### config.mk
export PLATFORM = sky130hd
export DESIGN_NAME = booth_mul_seq
export DESIGN_NICKNAME = d
export VERILOG_FILES = /design/src/rtl/booth_mul_seq_pkg.sv /design/src/rtl/booth_mul_seq_pp_digit.sv /design/src/rtl/booth_mul_seq.sv
export SDC_FILE = /design/constraint.sdc
export NUM_CORES = 1
export LEC_CHECK = 0
export CAP_MARGIN = 20
export CORE_UTILIZATION = 40
export CTS_CLUSTER_SIZE = 40
export DETAILED_ROUTE_END_ITERATION = 12
export GPL_TIMING_DRIVEN = 0
export PLACE_DENSITY = 0.68
export SLEW_MARGIN = 20
export SYNTH_ARGS = -nofsm -noshare
export SYNTH_HDL_FRONTEND = slang
export SYNTH_HIERARCHICAL = 1
export SYNTH_SLANG_ARGS = --single-unit
### constraint.sdc
create_clock -name i_clk -period 10.85 [get_ports i_clk]
set_input_delay 1.085 -clock i_clk [delete_from_list [all_inputs] [get_ports i_clk]]
set_output_delay 1.085 -clock i_clk [all_outputs]
set_load 0.1 [all_outputs]
### src/rtl/booth_mul_seq_pkg.sv
// Shared types and sizing helpers for the iterative radix-4 Booth multiplier.
// Latency: n/a (package only).
// Backpressure: n/a (package only).
package booth_pkg;

    // RV32M/RV64M multiply flavours as encoded on i_op
    typedef enum logic [1:0] {
        MUL_LO  = 2'b00,   // MUL    : low half, signedness irrelevant
        MUL_HSS = 2'b01,   // MULH   : high half, signed x signed
        MUL_HSU = 2'b10,   // MULHSU : high half, signed x unsigned
        MUL_HUU = 2'b11    // MULHU  : high half, unsigned x unsigned
    } mul_op_t;

    typedef enum logic [1:0] {
        IDLE = 2'b00,
        CALC = 2'b01,
        DONE = 2'b10
    } booth_state_t;

    // Radix-4 digits needed for an (xlen+2)-bit operand, rounded up so every
    // cycle retires exactly dpc digits. Extra digits see only sign bits of B
    // and therefore recode to zero.
    function automatic int booth_nd(input int xlen, input int dpc);
        int nd;
        nd = (xlen + 2) / 2;
        if ((nd % dpc) != 0) begin
            nd = nd + dpc - (nd % dpc);
        end
        return nd;
    endfunction

    // Number of CALC cycles for one operation
    function automatic int booth_ncyc(input int xlen, input int dpc);
        return booth_nd(xlen, dpc) / dpc;
    endfunction

endpackage

### src/rtl/booth_mul_seq_pp_digit.sv
// Radix-4 Booth digit cell: recodes a 3-bit window of B into a partial product of A.
// Latency: purely combinational.
// Backpressure: none; driven every cycle by the owning datapath.
module booth_pp_digit #(
    parameter int W = 34
) (
    input  logic [2:0] i_win,
    input  logic [W-1:0] i_a,
    output logic [W:0] o_pp,
    output logic o_neg
);

    logic [W:0] w_a1;
    logic [W:0] w_a2;
    logic [W:0] w_mag;
    logic       w_neg;

    // A and 2A both sign-extended to W+1 bits so 2A cannot overflow
    assign w_a1 = {i_a[W-1], i_a};
    assign w_a2 = {i_a, 1'b0};

    // Window recoding: magnitude select and sign. Negative digits are
    // emitted as ~mag with o_neg supplying the +1 of the two's complement.
    always_comb begin
        w_mag = '0;
        w_neg = 1'b0;
        case (i_win)
            3'b001, 3'b010: w_mag = w_a1;
            3'b011:         w_mag = w_a2;
            3'b100: begin
                w_mag = w_a2;
                w_neg = 1'b1;
            end
            3'b101, 3'b110: begin
                w_mag = w_a1;
                w_neg = 1'b1;
            end
            default: begin
                w_mag = '0;
                w_neg = 1'b0;
            end
        endcase
    end

    assign o_pp  = w_neg ? ~w_mag : w_mag;
    assign o_neg = w_neg;

endmodule

### src/rtl/booth_mul_seq.sv
// Iterative radix-4 Booth multiplier (MUL/MULH/MULHSU/MULHU), DIGITS_PER_CYCLE digits per clock.
// Latency: o_valid NCYC edges after the accept edge (17 for XLEN=32, DPC=1; 9 with DPC=2).
// Backpressure: single operation in flight; o_ready only in IDLE, result held in DONE until i_ready.
// Optional: define BOOTH_MUL_ZERO_BYPASS_EN to finish zero-operand requests on the accept edge.
module booth_mul_seq
    import booth_pkg::*;
#(
    parameter int XLEN             = 32,
    parameter int DIGITS_PER_CYCLE = 1
) (
    input  logic            i_clk,
    input  logic            i_rst,
    input  logic            i_valid,
    output logic            o_ready,
    input  logic [1:0]      i_op,
    input  logic [XLEN-1:0] i_data_a,
    input  logic [XLEN-1:0] i_data_b,
    input  logic            i_kill,
    output logic            o_valid,
    input  logic            i_ready,
    output logic [XLEN-1:0] o_result,
    output logic            o_busy
);

    // W: extended operand width (room for the unsigned MSB plus Booth sign)
    // LB: multiplier register width, padded so every digit slot is filled
    localparam int W    = XLEN + 2;
    localparam int ND   = booth_nd(XLEN, DIGITS_PER_CYCLE);
    localparam int NCYC = booth_ncyc(XLEN, DIGITS_PER_CYCLE);
    localparam int LB   = 2 * ND;
    localparam int CW   = (NCYC > 1) ? $clog2(NCYC) : 1;

    booth_state_t    r_state;
    booth_state_t    w_state_nxt;
    mul_op_t         r_op;
    mul_op_t         w_op_in;
    logic [W-1:0]    r_a;
    logic [W-1:0]    r_h;
    logic [LB:0]     r_lx;
    logic [CW-1:0]   r_cnt;
    logic [XLEN-1:0] r_result;

    logic            w_accept;
    logic            w_sign_a;
    logic            w_sign_b;
    logic [W-1:0]    w_a_ext;
    logic [LB-1:0]   w_b_ext;

    logic [W:0]      w_pp0;
    logic            w_neg0;
    logic [W-1:0]    w_h1;
    logic [LB:0]     w_lx1;
    logic [W-1:0]    w_h_nxt;
    logic [LB:0]     w_lx_nxt;
    logic [2*XLEN-1:0] w_prod;
    logic [XLEN-1:0] w_res;

`ifdef BOOTH_MUL_ZERO_BYPASS_EN
    logic            w_zero_op;
    assign w_zero_op = (i_data_a == '0) || (i_data_b == '0);
`endif

    // One Booth step: add the partial product into the upper accumulator,
    // then arithmetic-shift {acc, B, b[-1]} right by two. The W+2-bit sum
    // absorbs +/-2A; after the shift the running value fits back in W bits.
    function automatic logic [W+LB:0] add_shift(
        input logic [W-1:0]  h,
        input logic [LB-2:0] lx_hi,
        input logic [W:0]    pp,
        input logic          neg
    );
        logic [W+1:0] sum;
        sum = {{2{h[W-1]}}, h} + {pp[W], pp} + {{(W+1){1'b0}}, neg};
        return {sum[W+1:2], sum[1:0], lx_hi};
    endfunction

    assign w_op_in  = mul_op_t'(i_op);
    assign w_accept = (r_state == IDLE) && i_valid && !i_kill;

    // A is signed for MULH/MULHSU, B only for MULH; unsigned operands get
    // zero extension so a single signed datapath covers all four flavours.
    assign w_sign_a = (w_op_in == MUL_HSS) || (w_op_in == MUL_HSU);
    assign w_sign_b = (w_op_in == MUL_HSS);
    assign w_a_ext  = {{2{w_sign_a & i_data_a[XLEN-1]}}, i_data_a};
    assign w_b_ext  = {{(LB-XLEN){w_sign_b & i_data_b[XLEN-1]}}, i_data_b};

    // First digit of the cycle always comes from the registered window
    booth_pp_digit #(.W(W)) u_pp0 (
        .i_win (r_lx[2:0]),
        .i_a   (r_a),
        .o_pp  (w_pp0),
        .o_neg (w_neg0)
    );

    assign {w_h1, w_lx1} = add_shift(r_h, r_lx[LB:2], w_pp0, w_neg0);

    generate
        if (DIGITS_PER_CYCLE == 2) begin : g_dpc2
            logic [W:0] w_pp1;
            logic       w_neg1;

            // Second cell works on the already-shifted intermediate state
            booth_pp_digit #(.W(W)) u_pp1 (
                .i_win (w_lx1[2:0]),
                .i_a   (r_a),
                .o_pp  (w_pp1),
                .o_neg (w_neg1)
            );

            assign {w_h_nxt, w_lx_nxt} = add_shift(w_h1, w_lx1[LB:2], w_pp1, w_neg1);
        end else begin : g_dpc1
            assign w_h_nxt  = w_h1;
            assign w_lx_nxt = w_lx1;
        end
    endgenerate

    // After the final step {acc, B} holds the full product; bit 0 of the
    // B register is the Booth look-behind bit and is not part of it.
    assign w_prod = (2*XLEN)'({w_h_nxt, w_lx_nxt[LB:1]});
    assign w_res  = (r_op == MUL_LO) ? w_prod[XLEN-1:0] : w_prod[2*XLEN-1:XLEN];

    // State register
    always_ff @(posedge i_clk or posedge i_rst) begin
        if (i_rst) begin
            r_state <= IDLE;
        end else begin
            r_state <= w_state_nxt;
        end
    end

    // Next-state logic; kill overrides everything including a same-cycle accept
    always_comb begin
        w_state_nxt = r_state;
        case (r_state)
            IDLE: begin
                if (w_accept) begin
`ifdef BOOTH_MUL_ZERO_BYPASS_EN
                    w_state_nxt = w_zero_op ? DONE : CALC;
`else
                    w_state_nxt = CALC;
`endif
                end
            end
            CALC: begin
                if (r_cnt == '0) begin
                    w_state_nxt = DONE;
                end
            end
            DONE: begin
                if (i_ready) begin
                    w_state_nxt = IDLE;
                end
            end
            default: w_state_nxt = IDLE;
        endcase
        if (i_kill) begin
            w_state_nxt = IDLE;
        end
    end

    // Datapath: load operands on accept, iterate in CALC, capture result on the last step
    always_ff @(posedge i_clk or posedge i_rst) begin
        if (i_rst) begin
            r_op     <= MUL_LO;
            r_a      <= '0;
            r_h      <= '0;
            r_lx     <= '0;
            r_cnt    <= '0;
            r_result <= '0;
        end else if (w_accept) begin
            r_op  <= w_op_in;
            r_a   <= w_a_ext;
            r_h   <= '0;
            r_lx  <= {w_b_ext, 1'b0};
            r_cnt <= CW'(NCYC - 1);
`ifdef BOOTH_MUL_ZERO_BYPASS_EN
            if (w_zero_op) begin
                r_result <= '0;
            end
`endif
        end else if ((r_state == CALC) && !i_kill) begin
            r_h   <= w_h_nxt;
            r_lx  <= w_lx_nxt;
            r_cnt <= r_cnt - CW'(1);
            if (r_cnt == '0) begin
                r_result <= w_res;
            end
        end
    end

    assign o_ready  = (r_state == IDLE);
    assign o_valid  = (r_state == DONE);
    assign o_busy   = (r_state != IDLE);
    assign o_result = r_result;

endmodule
==> flow_results.xml <==
<?xml version="1.0" encoding="UTF-8"?>
<metrics>
  <group name="die">
    <metric name="placementRows" unit="">56</metric>
    <metric name="core_region_area" unit="µm²">23400</metric>
    <metric name="die-width" unit="µm">156</metric>
    <metric name="chipHeight" unit="µm">156</metric>
    <metric name="start_util" unit="%">40.7</metric>
    <metric name="floorplan.die_area" unit="µm²">24400</metric>
    <metric name="num_io_pins" unit="">106</metric>
  </group>
  <group name="sta">
    <metric name="slew-limit-headroom" unit="%">22.0</metric>
    <metric name="tightest_slew" unit="ns">1.15</metric>
    <metric name="achievable-frequency" unit="MHz">241</metric>
    <metric name="setup_violations" unit="">0</metric>
    <metric name="clock-skew-final" unit="ns">0.0160</metric>
    <metric name="report.final.hold_viol_count" unit="">0</metric>
    <metric name="rsz_0062_raised_after_global_routing" unit="">false</metric>
    <metric name="layout_worst_path_cycle_share" unit="%">38.2</metric>
    <metric name="finalSetupTns" unit="ns">0</metric>
    <metric name="maxSlewViolCount" unit="">0</metric>
    <metric name="hold-worst-slack" unit="ns">0.489</metric>
    <metric name="minimum_period_implied_by_the_final_worst_setup_slack" unit="ns">4.15</metric>
    <metric name="final_critical_path_setup_slack" unit="ns">6.70</metric>
  </group>
  <group name="finish">
    <metric name="areaGrowthSynthToFinish" unit="%">22.1</metric>
    <metric name="most_common_library_cell_in_the_layout_ignoring_fill_and_taps" unit="">nand2_1</metric>
    <metric name="antenna-diode-count" unit="">0</metric>
    <metric name="final_design_area_no_fill" unit="µm²">11600</metric>
    <metric name="fraction_of_final_layout_cells_with_drive_strength_greater_than_1" unit="%">8.03</metric>
    <metric name="final_nets" unit="">1334</metric>
    <metric name="commonest_cells_after_routing_fill_and_taps_aside" unit="">249 x nand2_1, 143 x dfrtp_1, 105 x clkdlybuf4s50_1</metric>
    <metric name="finish.utilization" unit="%">49.7</metric>
  </group>
  <group name="job">
    <metric name="maxCapViolations" unit="">0</metric>
  </group>
  <group name="worst_hold_path">
    <metric name="worstHoldEndpoint" unit="">r_h[18]</metric>
    <metric name="hold_path_class" unit="">reg -&gt; reg</metric>
    <metric name="timing.hold.worst_path_depth" unit="">2</metric>
    <metric name="hold_path_startpoint" unit="">r_h[18]</metric>
  </group>
  <group name="synth">
    <metric name="netlist.area_leader.share" unit="%">37.6</metric>
    <metric name="asyncSetResetFlopFracSynth" unit="%">100</metric>
    <metric name="mappedNetlistArea" unit="µm²">9520</metric>
    <metric name="synthTopCellsByArea" unit="">dfrtp_1 38%, nand2_1 9.8%, ha_1 5.4%</metric>
    <metric name="ys.flop_type" unit="">dfrtp_1</metric>
    <metric name="yosys_register_bits" unit="">143</metric>
    <metric name="synth_edf_count" unit="">0</metric>
    <metric name="syn-num-nets" unit="">1209</metric>
    <metric name="seq_area_frac_synth" unit="%">37.6</metric>
    <metric name="yosys.area.top_type" unit="">dfrtp_1</metric>
    <metric name="synthesis.yosys.warnings" unit="">6</metric>
    <metric name="synth.lib_cells_used.distinct" unit="">67</metric>
    <metric name="avg_synthesized_cell_area" unit="µm²">8.69</metric>
    <metric name="post_synth_inst_count" unit="">1095</metric>
  </group>
  <group name="global_routing">
    <metric name="number_of_global_route_vias_before_repair" unit="">8137</metric>
    <metric name="grt_start_max_net_pins" unit="">85</metric>
    <metric name="globalRouteTotalUtil" unit="%">23.0</metric>
    <metric name="initial_antenna_violation_count" unit="">0</metric>
    <metric name="grt_remaining_overflow" unit="">0</metric>
    <metric name="grt_pass1_wl" unit="µm">43300</metric>
  </group>
  <group name="placement">
    <metric name="numPortBuffers" unit="">105</metric>
    <metric name="post-dp-hpwl" unit="µm">20300</metric>
    <metric name="dpl-instance-area" unit="µm²">11000</metric>
    <metric name="setup_slack_placement" unit="ns">6.75</metric>
    <metric name="routabilityCongestion" unit="">0.943</metric>
  </group>
  <group name="setup_path">
    <metric name="critPathSlowestCell" unit="">dfrtp_1</metric>
    <metric name="path_max_fanout" unit="">10</metric>
    <metric name="cells_along_the_critical_path" unit="">inv_1 &gt; ha_1 &gt; buf_6 &gt; buf_2 &gt; nand2_1 &gt; xnor2_1 &gt; fa_1 &gt; inv_1 &gt; fa_1 &gt; or2b_2 &gt; a21o_2 &gt; a21boi_2 &gt; and3b_4 &gt; o31ai_2 &gt; xor2_1 &gt; nand2_1 &gt; a21oi_2</metric>
    <metric name="cpPeakStageDelay" unit="ns">0.44</metric>
    <metric name="critical_path.reg2reg.endpoint" unit="">o_result[26]</metric>
    <metric name="cpLargestDelayFamily" unit="">adder cells</metric>
    <metric name="cp-end-kind" unit="">flip-flop</metric>
    <metric name="crit_type" unit="">reg -&gt; reg</metric>
    <metric name="reg_to_reg_start" unit="">r_lx[1]</metric>
    <metric name="worst_ep_required_time" unit="ns">11.23</metric>
    <metric name="ff2ff_path_depth" unit="">17</metric>
    <metric name="reg2reg_setup_slack" unit="ns">6.70</metric>
    <metric name="critPathLaunchType" unit="">flip-flop</metric>
    <metric name="critical_path_arrival" unit="ns">4.53</metric>
    <metric name="path_buf_inv" unit="">4</metric>
  </group>
  <group name="clock_tree">
    <metric name="postCtsResizedCells" unit="">0</metric>
    <metric name="cts_root_buf" unit="">clkbuf_16</metric>
    <metric name="cts_tree" unit="">built</metric>
    <metric name="clock_slew_at_the_register_clock_pins_of_the_worst_setup_and_hold_paths" unit="ns">0.07</metric>
    <metric name="clock_sinks" unit="">143</metric>
    <metric name="ctsHtreeMaxLevel" unit="">4</metric>
    <metric name="worst_skew_pair.late_latency" unit="ns">0.44</metric>
    <metric name="cts_buffer_depth" unit="">2</metric>
    <metric name="cts_buffers" unit="">17</metric>
    <metric name="post_cts_hold_buffer_count" unit="">0</metric>
    <metric name="post_cts_buffers" unit="">0</metric>
  </group>
  <group name="power">
    <metric name="power_per_cell_area" unit="nW/µm²">357</metric>
    <metric name="p_leak" unit="nW">5.19</metric>
    <metric name="ir_drop" unit="µV">311</metric>
  </group>
  <group name="detailed_routing">
    <metric name="route.final.wire_length" unit="µm">26900</metric>
    <metric name="remaining_drc_errors" unit="">0</metric>
    <metric name="antenna_violation_net_count_after_detailed_routing" unit="">0</metric>
    <metric name="num_vias" unit="">8540</metric>
    <metric name="wl_per_cell" unit="µm">17.4</metric>
    <metric name="first_pass_iters" unit="">7</metric>
    <metric name="detail_route.iter0.violations" unit="">675</metric>
    <metric name="drt-vias-per-instance" unit="">5.50</metric>
  </group>
  <group name="outcome">
    <metric name="outcome" unit="">complete, no violations</metric>
  </group>
</metrics>
routing by layer:
layer | global-route usage (%) | part of all wire, % | up-vias
met2 | 34.8 | 43 | 269
met4 | 6.72 | 1.5 | 0
met3 | 3.41 | 6.2 | 25
li1 | - | - | 4200
met5 | 0 | 0 | -
met1 | 33.8 | 49 | 4046
cell type report:
type                    count  area, µm²
well taps                 319        399
clock inverters            15        190
plain buffers              78        472
flip-flops and latches    143       3580
multi-input cells         860       5420
inverters                  14       60.1
fillers                  2265      11800
clock buffers              17        425
repair buffers            106       1080
how the worst max path moves through the flow:
stage	from	to	slack [ns]	cells after the start
finish	r_lx[1]	o_result[26]	6.70	17
floorplan	i_rst	o_result[0]	5.93	1
detailed placement	r_lx[1]	o_result[26]	6.75	17
global route	r_lx[1]	o_result[22]	6.39	17
global placement	i_rst	r_a[8]	3.83	2
CTS	r_lx[1]	o_result[26]	6.71	17
sequential cells by signal (all words and copies together) (netlist names):
name	count
o_result	32
r_op	2
r_h	34
r_a	33
r_lx	35
r_state	2
r_cnt	5
power by group:
part           total, W  internal (W)  leakage [nW]  switching, W
clock          0.000619      0.000351         0.300      0.000267
combinational   0.00262      0.000928          3.06       0.00169
sequential     0.000917      0.000732          1.82      0.000185
total           0.00415       0.00201          5.19       0.00214
synthesized netlist by cell type, types with 3 or more instances:
cell and number:
a211oi_1 7, a21o_1 17, a21o_2 4, a21oi_1 48, a22o_1 21, a22oi_1 67, a31oi_1 13, a32oi_1 4
and2_1 35, and3_1 13, buf_1 4, buf_2 16, buf_4 5, buf_6 12, clkbuf_1 36, clkbuf_8 5
dfrtp_1 143, ha_1 41, inv_1 14, mux2i_1 40, nand2_1 249, nand2b_1 7, nand3_1 22, nand3b_1 4
nand4_1 7, nor2_1 55, nor2b_1 3, nor3_1 8, o211ai_1 4, o21a_1 6, o21ai_0 44, o21ai_1 33
o31ai_2 3, o32a_1 33, xnor2_1 21, xor2_1 10
through the flow:
stage	instances	total power [W]
global placement	1519	0.00347
detailed placement	1520	0.00349
global route	1552	0.00444
floorplan	1095	0.00284
finish	1552	0.00415
CTS	1552	0.00413
tightest hold or removal path, delay by kind of cell (launching register included):
family / cells / cell delay (ns)
compound gates: 1 / 0.06
flops: 1 / 0.35
simple gates: 1 / 0.05
kinds of logic after synthesis:
logic type,after synthesis,share of synthesized area (%)
simple gates,420,19.7
mux,40,4.21
fa+ha+maj,43,5.81
flops,143,37.6
compound gates,326,24.4
buf+inv,92,5.51
xor+xnor,31,2.85
Note: power is estimated with default switching activity, not from simulation.
